File: config.mk
export PLATFORM = sky130hd
export DESIGN_NAME = gpio_irq_core
export DESIGN_NICKNAME = d
export VERILOG_FILES = /design/src/rtl/gpio_pkg.sv /design/src/rtl/gpio_debounce.sv /design/src/rtl/gpio_irq_core.sv
export SDC_FILE = /design/constraint.sdc
export NUM_CORES = 1
export LEC_CHECK = 0
export CAP_MARGIN = 5
export CORE_UTILIZATION = 60
export CTS_CLUSTER_SIZE = 30
export DETAILED_ROUTE_END_ITERATION = 10
export DONT_BUFFER_PORTS = 1
export PLACE_DENSITY_LB_ADDON = 0.1
export SLEW_MARGIN = 40
export SYNTH_ARGS = -nofsm -noshare
export SYNTH_HDL_FRONTEND = slang
export SYNTH_SLANG_ARGS = --single-unit
export TNS_END_PERCENT = 100
File: constraint.sdc
create_clock -name clk_i -period 3.2 [get_ports clk_i]
set_input_delay 0.64 -clock clk_i [delete_from_list [all_inputs] [get_ports clk_i]]
set_output_delay 0.64 -clock clk_i [all_outputs]
set_load 0.02 [all_outputs]
File: src/rtl/gpio_pkg.sv
// Shared types and default sizing for the GPIO interrupt core.
package gpio_pkg;

  localparam int unsigned DefaultPinNum     = 32;
  localparam int unsigned DefaultSyncStages = 2;
  localparam int unsigned DefaultDbW        = 8;

  // Encoding is {inttype1, inttype0}
  typedef enum logic [1:0] {
    IrqRise = 2'b00,
    IrqFall = 2'b01,
    IrqHigh = 2'b10,
    IrqLow  = 2'b11
  } irq_type_e;

endpackage

File: src/rtl/gpio_debounce.sv
// One pin: synchroniser chain followed by an optional run-length debounce filter.
module gpio_debounce #(
  parameter int unsigned SYNC_STAGES = 2,
  parameter int unsigned DB_W        = 8
) (
  input  logic            clk_i,
  input  logic            rst_i,
  input  logic            pin_i,
  input  logic            db_en_i,
  input  logic [DB_W-1:0] db_thresh_i,
  output logic            filt_o
);

  logic [SYNC_STAGES-1:0] r_sync;
  logic                   r_filt;
  logic [DB_W-1:0]        r_cnt;
  logic                   w_sync;
  logic                   w_filt_d;
  logic [DB_W-1:0]        w_cnt_d;

  assign w_sync = r_sync[SYNC_STAGES-1];

  // >= rather than == so a threshold lowered mid-count still resolves without wrapping
  always_comb begin
    w_filt_d = r_filt;
    w_cnt_d  = '0;
    if (!db_en_i) begin
      w_filt_d = w_sync;
    end else if (w_sync != r_filt) begin
      if (r_cnt >= db_thresh_i) begin
        w_filt_d = w_sync;
      end else begin
        w_cnt_d = r_cnt + 1'b1;
      end
    end
  end

  always_ff @(posedge clk_i) begin
    if (rst_i) begin
      r_sync <= '0;
      r_filt <= 1'b0;
      r_cnt  <= '0;
    end else begin
      r_sync <= {r_sync[SYNC_STAGES-2:0], pin_i};
      r_filt <= w_filt_d;
      r_cnt  <= w_cnt_d;
    end
  end

  assign filt_o = r_filt;

endmodule

File: src/rtl/gpio_irq_core.sv
// GPIO input filtering with per-pin edge/level interrupt status and a combined request.
module gpio_irq_core
  import gpio_pkg::*;
#(
  parameter int unsigned PIN_NUM     = DefaultPinNum,
  parameter int unsigned SYNC_STAGES = DefaultSyncStages,
  parameter int unsigned DB_W        = DefaultDbW
) (
  input  logic               clk_i,
  input  logic               rst_i,
  input  logic [PIN_NUM-1:0] gpio_in_i,
  input  logic [PIN_NUM-1:0] db_en_i,
  input  logic [DB_W-1:0]    db_thresh_i,
  input  logic [PIN_NUM-1:0] inten_i,
  input  logic [PIN_NUM-1:0] inttype0_i,
  input  logic [PIN_NUM-1:0] inttype1_i,
  input  logic [PIN_NUM-1:0] stat_clr_i,
  output logic [PIN_NUM-1:0] in_o,
  output logic [PIN_NUM-1:0] stat_o,
  output logic               irq_o
);

  logic [PIN_NUM-1:0] w_filt;
  logic [PIN_NUM-1:0] r_filt_q;
  logic [PIN_NUM-1:0] r_stat;
  logic [PIN_NUM-1:0] w_rise;
  logic [PIN_NUM-1:0] w_fall;
  logic [PIN_NUM-1:0] w_event;
  logic [PIN_NUM-1:0] w_stat_d;

  for (genvar g = 0; g < PIN_NUM; g++) begin : gen_pin
    gpio_debounce #(
      .SYNC_STAGES(SYNC_STAGES),
      .DB_W       (DB_W)
    ) u_debounce (
      .clk_i      (clk_i),
      .rst_i      (rst_i),
      .pin_i      (gpio_in_i[g]),
      .db_en_i    (db_en_i[g]),
      .db_thresh_i(db_thresh_i),
      .filt_o     (w_filt[g])
    );
  end

  assign w_rise = w_filt & ~r_filt_q;
  assign w_fall = ~w_filt & r_filt_q;

  always_comb begin
    w_event = '0;
    for (int n = 0; n < PIN_NUM; n++) begin
      unique case (irq_type_e'({inttype1_i[n], inttype0_i[n]}))
        IrqRise: w_event[n] = w_rise[n];
        IrqFall: w_event[n] = w_fall[n];
        IrqHigh: w_event[n] = w_filt[n];
        IrqLow:  w_event[n] = ~w_filt[n];
        default: w_event[n] = 1'b0;
      endcase
    end
  end

  // Set wins over a simultaneous clear
  assign w_stat_d = (r_stat & ~stat_clr_i) | (w_event & inten_i);

  always_ff @(posedge clk_i) begin
    if (rst_i) begin
      r_filt_q <= '0;
      r_stat   <= '0;
    end else begin
      r_filt_q <= w_filt;
      r_stat   <= w_stat_d;
    end
  end

  assign in_o   = w_filt;
  assign stat_o = r_stat;
  assign irq_o  = |(r_stat & inten_i);

endmodule

==> impl_metrics.csv <==
group,metric,value,unit
status,status,"complete, no violations",
hold_path,min-delay-start,"rst_i",
logic_synthesis,yosysMostFrequentCell,"dfxtp_1",
power_and_ir_drop,power_leakage,10.60,nW
timing,slew_headroom,55.76,%
logic_synthesis,synthTopCellsByArea,"dfxtp_1, ha_1, nor2_1",
worst_setup_path,reg2reg_depth,6,
timing,hold_ws,0.1563,ns
hold_path,hp-class,"input port to flip-flop",
clock_network,cts_tree,"yes",
finish,syn2layout_area_growth,9.015,%
worst_setup_path,cp_cell_sequence,"a22oi_1 > nand4_1 > or4_1",
timing,clock_skew,0.01184,ns
worst_setup_path,cp_slowest_cell,"or4_1",
grt,antenna_found_initial,4,
clock_network,cts-root-buf,"clkbuf_16",
timing,tightest_slew,0.6622,ns
timing,timing.fmax,0.3202,GHz
floorplanning,coreArea,39010,sq um
finish,final_nets,2813,
logic_synthesis,ys_async_sr_fraction,0,%
route,num_vias,16210,
grt,grt_max_degree,193,
timing,period_share,97.61,%
floorplanning,die_area,40710,sq um
logic_synthesis,synth_cell_types,32,
logic_synthesis,avgSynthCellArea,10.32,sq um
route,dr.first_iter.drc_count,634,
worst_setup_path,critical_path.max_stage_delay,0.77,ns
grt,grt_pass1_wl,84.65,mm
grt,grt_pass1_vias,16371,
placed_design,gp_congestion,0.8520,
run,cap_viol_max_count,0,
placed_design,dp_hpwl,36.68,mm
clock_network,numCtsBuffers,45,
clock_network,clk_path_buf_depth,3,
worst_setup_path,crit_type,"flip-flop to output pin",
grt,track_usage,26.07,%
logic_synthesis,synth_area_leader_cell,"dfxtp_1",
clock_network,postCtsHoldBufs,0,
worst_setup_path,reg2reg_to,"gen_pin[17].u_debounce.filt_o",
logic_synthesis,netlist_area,23940,sq um
logic_synthesis,synth-seq-cells,416,
timing,period_needed,3.123,ns
clock_network,cts_setup_buffers,0,
logic_synthesis,yosys.area.top_type_share,34.78,%
route,drc,0,
worst_setup_path,cp-start-kind,"flip-flop",
worst_setup_path,endpoint_kind,"output pin",
route,wl,52.36,mm
placed_design,port_buffers,0,
hold_path,min_to,"stat_o[8]",
finish,drive_gt1_share,11.53,%
logic_synthesis,synthCells,2321,
route,firstDrtPassIters,6,
logic_synthesis,yosysSeqAreaShare,34.78,%
worst_setup_path,cp.required,2.56,ns
worst_setup_path,reg2reg_from,"gen_pin[17].u_debounce.r_cnt[0]",
floorplanning,rows,72,
finish,final_area,26100,sq um
timing,setup-tns-final,0,ns
floorplanning,ios,267,
floorplanning,initial_utilization,61.38,%
worst_setup_path,crit_arrival,2.48,ns
hold_path,hold_depth,1,
route,wl_per_cell,18.19,um
timing,setup_viol,0,
logic_synthesis,syn_nets,2811,
placed_design,post_dp_cell_area,24410,sq um
clock_network,clk_pin_slew,0.06,ns
power_and_ir_drop,powerDensity,464.6,nW/um^2
clock_network,cts_max_level,2,
floorplanning,fp.dieH,201.8,um
timing,rsz0062_at_grt,"no",
worst_setup_path,regToRegSetupSlack,1.24,ns
clock_network,worst_skew_pair.late_latency,0.58,ns
timing,slew_viol_final,0,
worst_setup_path,crit_fanout,3,
floorplanning,dieWidth,201.8,um
timing,hold_violations,0,
logic_synthesis,synth_warnings,0,
grt,overflow,0,
logic_synthesis,synth_common_cells,"dfxtp_1, nor2_1, ha_1",
power_and_ir_drop,ir_worst_vdd,608.7,uV
logic_synthesis,ys.flop_type,"dfxtp_1",
route,ant_nets,0,
clock_network,cts_sinks,416,
route,viasPerCell,5.630,
logic_synthesis,synth_edf_count,0,
## what timing repair did
item	4_1_cts	5_1_grt
resized for setup	1	0
setup endpoints to repair	1	0
endpoints found under the hold margin	0	0
## layout by cell type, fill, tap and decap left out, types with 43 or more instances in the layout
master	count
nor2_1	358
dfxtp_1	416
nand2b_1	64
ha_1	288
inv_1	69
and3_1	90
xor2_1	143
o21ai_0	64
nand2_1	43
nand3_1	143
clkbuf_16	47
nor2b_1	158
xnor2_1	81
## registers in the layout, summed over array words and instances, names as in the netlist
register and flops:
r_filt_q 32, gen_pin.u_debounce.filt_o 32, gen_pin.u_debounce.r_sync 64, stat_o 32
gen_pin.u_debounce.r_cnt 256
## where the power goes
group          switching [mW]  internal [mW]
Combinational           0.485          0.415
Clock                    2.15           3.71
Sequential              0.108           5.26
Total                    2.74           9.38
## metrics by stage
step,setup WS (ns),util [%],std cells,power (mW)
final,0.07652,66.91,2879,12.13
after global routing,0.1003,66.90,2878,12.56
after CTS,0.03892,66.90,2877,12.26
after detailed placement,0.4365,62.59,2794,6.392
after global placement,0.4023,62.59,2794,6.363
after floorplan,0.5475,-,2321,6.217
## critical path, delay by kind of cell, from the launching register on
family / cells / cell delay [ns]
compound gates: 1 / 0.44
simple gates: 2 / 1.02
flops: 1 / 0.45
## how the worst max path moves through the flow
stage	startpoint	endpoint	slack (ns)	cells after the start
after CTS	stat_o[26]	irq_o	0.04	3
after floorplan	db_thresh_i[6]	gen_pin[0].u_debounce.filt_o	0.55	6
final	stat_o[26]	irq_o	0.08	3
after global placement	inten_i[23]	irq_o	0.40	3
after global routing	stat_o[26]	irq_o	0.10	3
after detailed placement	inten_i[23]	irq_o	0.44	3
## metal layers
| metal | global-route usage [%] | vias to the layer above | part of all wire (%) |
|---|---|---|---|
| li1 | - | 8101 | - |
| met1 | 32.05 | 7766 | 44 |
| met2 | 44.74 | 262 | 48 |
| met3 | 5.847 | 77 | 5.1 |
| met4 | 8.847 | 4 | 2.8 |
| met5 | 0 | - | 0.036 |
## logic make-up (layout without fill, tap and decap cells)
kind of cell	count (synthesis)	count (layout)	share of synthesized area, %
flip-flops	416	416	34.78
other	0	2	0
multiplexers	32	32	2.007
AO/OA/AOI/OAI	304	304	16.89
adder cells (fa/ha/maj)	288	288	15.05
XOR/XNOR	224	224	8.194
AND/OR/NAND/NOR	933	933	20.61
buffers and inverters	124	162	2.467
## final cells by class
cell class	count	area [sq um]
Antenna cell	2	5.005
Clock inverter	15	331.6
Inverter	71	266.5
Sequential cell	416	8328
Fill cell	3073	12910
Clock buffer	68	1345
Multi-Input combinational cell	1781	15030
Timing Repair Buffer	8	147.6
Tap cell	518	648.1
Note: power is estimated with default switching activity, not from simulation.
